[src/rtl/spi_slave_mmio_if.sv]
// Bus and SPI pin bundle for spi_slave_mmio: word-addressed register access plus the external SPI wires.
interface spi_slave_mmio_if;
  logic        addr;
  logic        we;
  logic        re;
  logic [31:0] wd;
  logic [31:0] rd;
  logic        sck;
  logic        ss;
  logic        mosi;
  logic        miso;

  modport slave (
    input  addr, we, re, wd, sck, ss, mosi,
    output rd, miso
  );

  modport master (
    output addr, we, re, wd, sck, ss, mosi,
    input  rd, miso
  );
endinterface

[src/rtl/spi_slave_mmio.sv]
// Memory-mapped SPI slave (mode 0, MSB first) with RX FIFO and one-byte TX holding register.
// Optional interrupt output enabled by defining SPI_SLAVE_MMIO_IRQ_EN.
module spi_slave_mmio #(
  parameter int unsigned FIFO_DEPTH  = 8,
  parameter int unsigned SYNC_STAGES = 2,
  parameter logic [7:0]  IDLE_TX     = 8'hff
) (
  input  logic            clk,
  input  logic            rst,
  spi_slave_mmio_if.slave bus
`ifdef SPI_SLAVE_MMIO_IRQ_EN
  ,
  output logic            irq
`endif
);

  localparam int unsigned PTR_W = $clog2(FIFO_DEPTH);
  localparam int unsigned CNT_W = PTR_W + 1;

  typedef enum logic {ST_IDLE, ST_ACTIVE} state_t;

  state_t                 state, state_nxt;
  logic [SYNC_STAGES-1:0] sck_sync, ss_sync, mosi_sync;
  logic                   sck_prev, ss_prev;
  logic                   sck_s, ss_s, mosi_s;
  logic                   sck_rise, sck_fall, ss_rise, ss_fall;

  logic [7:0]             rx_sh, tx_sh, tx_reg, push_data;
  logic [2:0]             bit_cnt;
  logic                   tx_pend, reload, push_pend, ovf;

  logic [7:0]             mem [FIFO_DEPTH];
  logic [PTR_W-1:0]       wr_ptr, rd_ptr;
  logic [CNT_W-1:0]       count;

  logic                   load_tx_c, rise_c, fall_c, end_c, last_c, take_tx_c;
  logic [7:0]             tx_next_c;
  logic                   pop_c, full_c, push_ok_c, rx_valid_c;
  logic [31:0]            status_c;
  logic                   unused_wd_c;

  assign unused_wd_c = ^bus.wd[31:8];

  // Synchronisers; ss resets low so a frame already in progress at reset is never picked up mid-byte.
  always_ff @(posedge clk) begin
    if (rst) begin
      sck_sync  <= '0;
      ss_sync   <= '0;
      mosi_sync <= '0;
      sck_prev  <= 1'b0;
      ss_prev   <= 1'b0;
    end else begin
      sck_sync  <= {sck_sync[SYNC_STAGES-2:0], bus.sck};
      ss_sync   <= {ss_sync[SYNC_STAGES-2:0], bus.ss};
      mosi_sync <= {mosi_sync[SYNC_STAGES-2:0], bus.mosi};
      sck_prev  <= sck_s;
      ss_prev   <= ss_s;
    end
  end

  assign sck_s    = sck_sync[SYNC_STAGES-1];
  assign ss_s     = ss_sync[SYNC_STAGES-1];
  assign mosi_s   = mosi_sync[SYNC_STAGES-1];
  assign sck_rise = sck_s & ~sck_prev;
  assign sck_fall = ~sck_s & sck_prev;
  assign ss_rise  = ss_s & ~ss_prev;
  assign ss_fall  = ~ss_s & ss_prev;

  always_ff @(posedge clk) begin
    if (rst) state <= ST_IDLE;
    else     state <= state_nxt;
  end

  always_comb begin
    state_nxt = state;
    load_tx_c = 1'b0;
    rise_c    = 1'b0;
    fall_c    = 1'b0;
    end_c     = 1'b0;
    case (state)
      ST_IDLE: begin
        if (ss_fall) begin
          state_nxt = ST_ACTIVE;
          load_tx_c = 1'b1;
        end
      end
      ST_ACTIVE: begin
        if (ss_rise) begin
          state_nxt = ST_IDLE;
          end_c     = 1'b1;
        end else begin
          rise_c = sck_rise;
          fall_c = sck_fall;
        end
      end
      default: state_nxt = ST_IDLE;
    endcase
  end

  assign last_c    = rise_c && (bit_cnt == 3'd7);
  assign take_tx_c = load_tx_c | last_c;
  assign tx_next_c = tx_pend ? tx_reg : IDLE_TX;

  // Shift datapath; after a byte boundary the reloaded tx byte appears on the next fall without shifting.
  always_ff @(posedge clk) begin
    if (rst) begin
      rx_sh     <= '0;
      tx_sh     <= '0;
      bit_cnt   <= '0;
      reload    <= 1'b0;
      push_pend <= 1'b0;
      push_data <= '0;
      bus.miso  <= IDLE_TX[7];
    end else begin
      push_pend <= 1'b0;
      if (end_c) begin
        rx_sh    <= '0;
        bit_cnt  <= '0;
        reload   <= 1'b0;
        bus.miso <= IDLE_TX[7];
      end else if (load_tx_c) begin
        tx_sh    <= tx_next_c;
        bit_cnt  <= '0;
        reload   <= 1'b0;
        bus.miso <= tx_next_c[7];
      end else if (rise_c) begin
        rx_sh <= {rx_sh[6:0], mosi_s};
        if (last_c) begin
          push_pend <= 1'b1;
          push_data <= {rx_sh[6:0], mosi_s};
          bit_cnt   <= '0;
          tx_sh     <= tx_next_c;
          reload    <= 1'b1;
        end else begin
          bit_cnt <= bit_cnt + 3'd1;
        end
      end else if (fall_c) begin
        if (reload) begin
          bus.miso <= tx_sh[7];
          reload   <= 1'b0;
        end else begin
          tx_sh    <= {tx_sh[6:0], 1'b0};
          bus.miso <= tx_sh[6];
        end
      end
    end
  end

  // TX holding register: a bus write issued on the same clk as a take wins.
  always_ff @(posedge clk) begin
    if (rst) begin
      tx_reg  <= '0;
      tx_pend <= 1'b0;
    end else begin
      if (take_tx_c) tx_pend <= 1'b0;
      if (bus.we && !bus.addr) begin
        tx_reg  <= bus.wd[7:0];
        tx_pend <= 1'b1;
      end
    end
  end

  assign rx_valid_c = (count != '0);
  assign full_c     = (count == CNT_W'(FIFO_DEPTH));
  assign pop_c      = bus.re && !bus.addr && rx_valid_c;
  assign push_ok_c  = push_pend && (!full_c || pop_c);

  always_ff @(posedge clk) begin
    if (push_ok_c) mem[wr_ptr] <= push_data;
  end

  // FIFO pointers, occupancy and sticky overflow; a new overflow beats a same-clk clear.
  always_ff @(posedge clk) begin
    if (rst) begin
      wr_ptr <= '0;
      rd_ptr <= '0;
      count  <= '0;
      ovf    <= 1'b0;
    end else begin
      if (push_ok_c) wr_ptr <= wr_ptr + PTR_W'(1);
      if (pop_c)     rd_ptr <= rd_ptr + PTR_W'(1);
      if (push_ok_c && !pop_c)      count <= count + CNT_W'(1);
      else if (!push_ok_c && pop_c) count <= count - CNT_W'(1);
      if (push_pend && !push_ok_c)                ovf <= 1'b1;
      else if (bus.we && bus.addr && bus.wd[3])   ovf <= 1'b0;
    end
  end

`ifdef SPI_SLAVE_MMIO_IRQ_EN
  logic irq_en;

  always_ff @(posedge clk) begin
    if (rst) begin
      irq_en <= 1'b0;
      irq    <= 1'b0;
    end else begin
      if (bus.we && bus.addr) irq_en <= bus.wd[4];
      irq <= irq_en & (rx_valid_c | ovf);
    end
  end
`endif

  always_comb begin
    status_c       = '0;
    status_c[0]    = rx_valid_c;
    status_c[1]    = (state == ST_ACTIVE);
    status_c[2]    = tx_pend;
    status_c[3]    = ovf;
`ifdef SPI_SLAVE_MMIO_IRQ_EN
    status_c[4]    = irq_en;
`endif
    status_c[11:8] = 4'(count);
  end

  always_comb begin
    bus.rd = '0;
    if (bus.addr)        bus.rd = status_c;
    else if (rx_valid_c) bus.rd = {24'b0, mem[rd_ptr]};
  end

endmodule

[src/flat_wrapper.sv]
// flat-port wrapper written by rule: the top's interface ports become plain ports
module spi_slave_mmio_flat 
#(
  parameter int unsigned FIFO_DEPTH  = 8,
  parameter int unsigned SYNC_STAGES = 2,
  parameter logic [7:0]  IDLE_TX     = 8'hff
)
  (clk, rst, bus_addr, bus_we, bus_re, bus_wd, bus_sck, bus_ss, bus_mosi, bus_rd, bus_miso);
  spi_slave_mmio_if bus_i ();
  input  logic clk;
  input  logic rst;
  input wire logic [$bits(bus_i.addr)-1:0] bus_addr;
  input wire logic [$bits(bus_i.we)-1:0] bus_we;
  input wire logic [$bits(bus_i.re)-1:0] bus_re;
  input wire logic [$bits(bus_i.wd)-1:0] bus_wd;
  input wire logic [$bits(bus_i.sck)-1:0] bus_sck;
  input wire logic [$bits(bus_i.ss)-1:0] bus_ss;
  input wire logic [$bits(bus_i.mosi)-1:0] bus_mosi;
  output wire logic [$bits(bus_i.rd)-1:0] bus_rd;
  output wire logic [$bits(bus_i.miso)-1:0] bus_miso;
  assign bus_i.addr = bus_addr;
  assign bus_i.we = bus_we;
  assign bus_i.re = bus_re;
  assign bus_i.wd = bus_wd;
  assign bus_i.sck = bus_sck;
  assign bus_i.ss = bus_ss;
  assign bus_i.mosi = bus_mosi;
  assign bus_rd = bus_i.rd;
  assign bus_miso = bus_i.miso;
  spi_slave_mmio #(.FIFO_DEPTH(FIFO_DEPTH), .SYNC_STAGES(SYNC_STAGES), .IDLE_TX(IDLE_TX)) u_core (.clk(clk), .rst(rst), .bus(bus_i));
endmodule
[config.mk]
export PLATFORM = sky130hd
export DESIGN_NAME = spi_slave_mmio_flat
export DESIGN_NICKNAME = d
export VERILOG_FILES = /design/src/rtl/spi_slave_mmio_if.sv /design/src/rtl/spi_slave_mmio.sv /design/src/flat_wrapper.sv
export SDC_FILE = /design/constraint.sdc
export NUM_CORES = 1
export LEC_CHECK = 0
export ABC_AREA = 1
export ABC_CLOCK_PERIOD_IN_PS = 2350
export BUFFER_PORTS_ARGS = -buffer_cell sky130_fd_sc_hd__buf_4
export CAP_MARGIN = 20
export CORE_UTILIZATION = 45
export CTS_BUF_LIST = sky130_fd_sc_hd__clkbuf_8
export DETAILED_ROUTE_END_ITERATION = 8
export GPL_TIMING_DRIVEN = 1
export PLACE_DENSITY_LB_ADDON = 0.05
export SLEW_MARGIN = 10
export SYNTH_ARGS = -nofsm -noshare
export SYNTH_HDL_FRONTEND = slang
export SYNTH_SLANG_ARGS = --single-unit
export TNS_END_PERCENT = 10
[constraint.sdc]
create_clock -name clk -period 2.35 [get_ports clk]
set_clock_uncertainty 0.15 [all_clocks]
set_input_delay 0.1175 -clock clk [delete_from_list [all_inputs] [get_ports clk]]
set_output_delay 0.1175 -clock clk [all_outputs]
set_load 0.005 [all_outputs]
==> metrics.txt <==
status complete, no violations; leakage power 2.63 nW; period utilization 0.922; Tot GR Track Use 0.198; Worst Slack Setup Final 184 ps; TNS Setup 0 ps; largest net degree at the start of global routing 33; synthesized flop and latch total 125; Top reg by flops u_core.mem; nets@finish 702; CTS tree built; sequential share of power 0.508; capturing point of the worst reg2reg path u_core.count[3]; commonest non-fill, non-tap cell in the layout nor2_1; Root Driver clkbuf_8; CP endpoint bus_rd[2]; Cells after Synth 578; DR pass1 iterations 4; Site Rows 39; die span in x 111 um; Sink Count 125; Reg area 3140 um2; first-pass GRT wire length 18600 um; DR vias/cell 4.82; Wirelength per Cell 14.1 um; Worst Path Arrival 1900 ps; filler instances 1046; Startpoint Class register; H-tree Lvls 4; FF-to-FF Start u_core.count[2]; max FFs per register 64; Setup CP Type register to output port; fin. max-slew vios 0; sequential area share after synthesis 0.591; PwrDens 717 nW/um2; internal power 3.52 mW; Max Clock Freq 462 MHz; worst-case reg-to-reg path depth 15; CP Capture Type output port; core area 11500 um2; max_cap viols 0; initial antenna violation count 0; synth-to-layout area growth 19.9%; Sw Pwr 1.05 mW; via count 3906; Die Height 111 um; vias in the first global route 3799; layout cell share with drive strength beyond 1 0.172; reg2reg setup slack 220 ps; global route overflow 0; Synth area leaders edfxtp_1 (36%), dfxtp_1 (23%), nor2_1 (8.9%); clock power share 0.412; Hold Vio Cnt, Final 0; worst-case clock buffer depth 2; n_diodes 0; post-route DRC violation count 0; DP HPWL 7590 um; clk slew on worst S/H paths 70 ps; input/output buffers 28; multi-input combinational cell area 1810 um2; Num CTS Buffers 17; Final setup viols 0; Avg Cell Area, Syn 9.20 um2; ANT nets after route 0; die area 12300 um2; Starting DRT DRC Count 258; most frequent cells in the layout nor2_1 (126), nand2_1 (72), o21ai_0 (67), edfxtp_1 (64), dfxtp_1 (60); fin crit period 2170 ps; Max FO, Critical Path 6; Logic pwr share 0.080; Yosys cell types 30; Sw Share 0.230; HP Class primary input to register; synth warn 0; Place WS 101 ps; drt total wl 11400 um; Routability Congestion 0.769; initial core utilization 0.464; Clk Latency, worst-skew pair 430 ps; top-area cell type share of the netlist area 0.361; Max VDD drop 0.000409 V; WP data required 2080 ps; Synth area leader edfxtp_1; cell area after synthesis 5320 um2; Top Ports 73
==> how the worst min path moves through the flow <==
stage | start | endpoint | slack [ps] | cells past startpoint
3_5_place_dp | bus_ss | u_core.ss_sync[0] | 180 | 3
6_report | bus_addr | register | 40 | 5
3_3_place_gp | bus_ss | u_core.ss_sync[0] | 180 | 3
4_1_cts | bus_addr | register | 20 | 5
5_1_grt | bus_addr | register | 70 | 5
2_1_floorplan | bus_mosi | u_core.mosi_sync[0] | 70 | 2
==> critical path, cell delays in order (launching register included) <==
cell        delay (ps)
dfxtp_2            410
clkinvlp_4         200
buf_4              200
o21ai_0            160
o211ai_1           130
nand3_1            120
o21ai_0            100
buf_4              150
==> per-layer routing <==
metal  track usage  part of all wire  vias up
met1         0.256              0.46     1782
met4        0.0853            0.0070        0
met3        0.0476             0.050        6
met2         0.317              0.49      101
met5             0                 0        -
li1              -                 -     2017
==> power by group through the flow <==
stage	Clock (mW)	Sequential, mW	Combinational, mW
floorplan	0	2.37	0.237
global placement	0	2.37	0.327
detailed placement	0	2.37	0.331
CTS	1.92	2.32	0.357
global route	2.03	2.33	0.414
finish	1.88	2.32	0.364
==> Yosys cell counts <==
| master | count |
|---|---|
| conb_1 | 1 |
| clkinv_2 | 1 |
| nand2_4 | 3 |
| nand3_2 | 1 |
| inv_2 | 7 |
| or2_2 | 1 |
| dfxtp_1 | 61 |
| nor2_4 | 3 |
| inv_1 | 47 |
| o22ai_1 | 8 |
| nand2_1 | 73 |
| nor2_2 | 4 |
| fa_1 | 1 |
| nand2_2 | 1 |
| a211oi_2 | 1 |
| xor2_1 | 2 |
| buf_1 | 1 |
| xnor2_1 | 2 |
| nand3_4 | 1 |
| clkbuf_1 | 10 |
| a21oi_1 | 22 |
| buf_4 | 22 |
| o21ai_0 | 67 |
| edfxtp_1 | 64 |
| ha_1 | 7 |
| nand3_1 | 27 |
| nand3b_1 | 1 |
| buf_2 | 6 |
| o211ai_1 | 7 |
| nor2_1 | 126 |
==> final cells by class <==
type | instances | area share
multi-input combinational | 378 | 0.283
inverter | 55 | 0.0332
sequential | 125 | 0.493
clock inverter | 14 | 0.0238
timing repair buffer | 76 | 0.0986
timing repair inverter | 1 | 0.000785
clock buffer | 18 | 0.0389
tap | 143 | 0.0281
==> cells by family (layout without fill, tap and decap cells) <==
group	count (synthesis)	after routing	synth area share
DFF	125	125	0.591
buffers and inverters	94	164	0.0835
and+or+nand+nor	241	241	0.192
other	1	20	0.000705
AOI/OAI and AO/OA	105	105	0.105
adders and majority gates	8	8	0.0202
xor gates and xnor gates	4	4	0.00659
==> per-stage QoR <==
step	power (mW)	util	hold WS [ps]	cell area (um2)	instances
after floorplan	2.60	-	74.5	5390	597
after global placement	2.69	0.500	180	5730	754
after detailed placement	2.70	0.500	176	5730	754
after CTS	4.60	0.552	19.8	6330	806
after global routing	4.77	0.556	67.1	6370	810
final	4.57	0.556	43.4	6370	810
==> what timing repair did <==
item	CTS	global route
hold endpoints to repair	28	0
hold buffers	20	0
resized for setup	0	8
endpoints found under the setup margin	0	9
setup buffers	0	3
No activity file was read; power rests on OpenSTA's default activity.
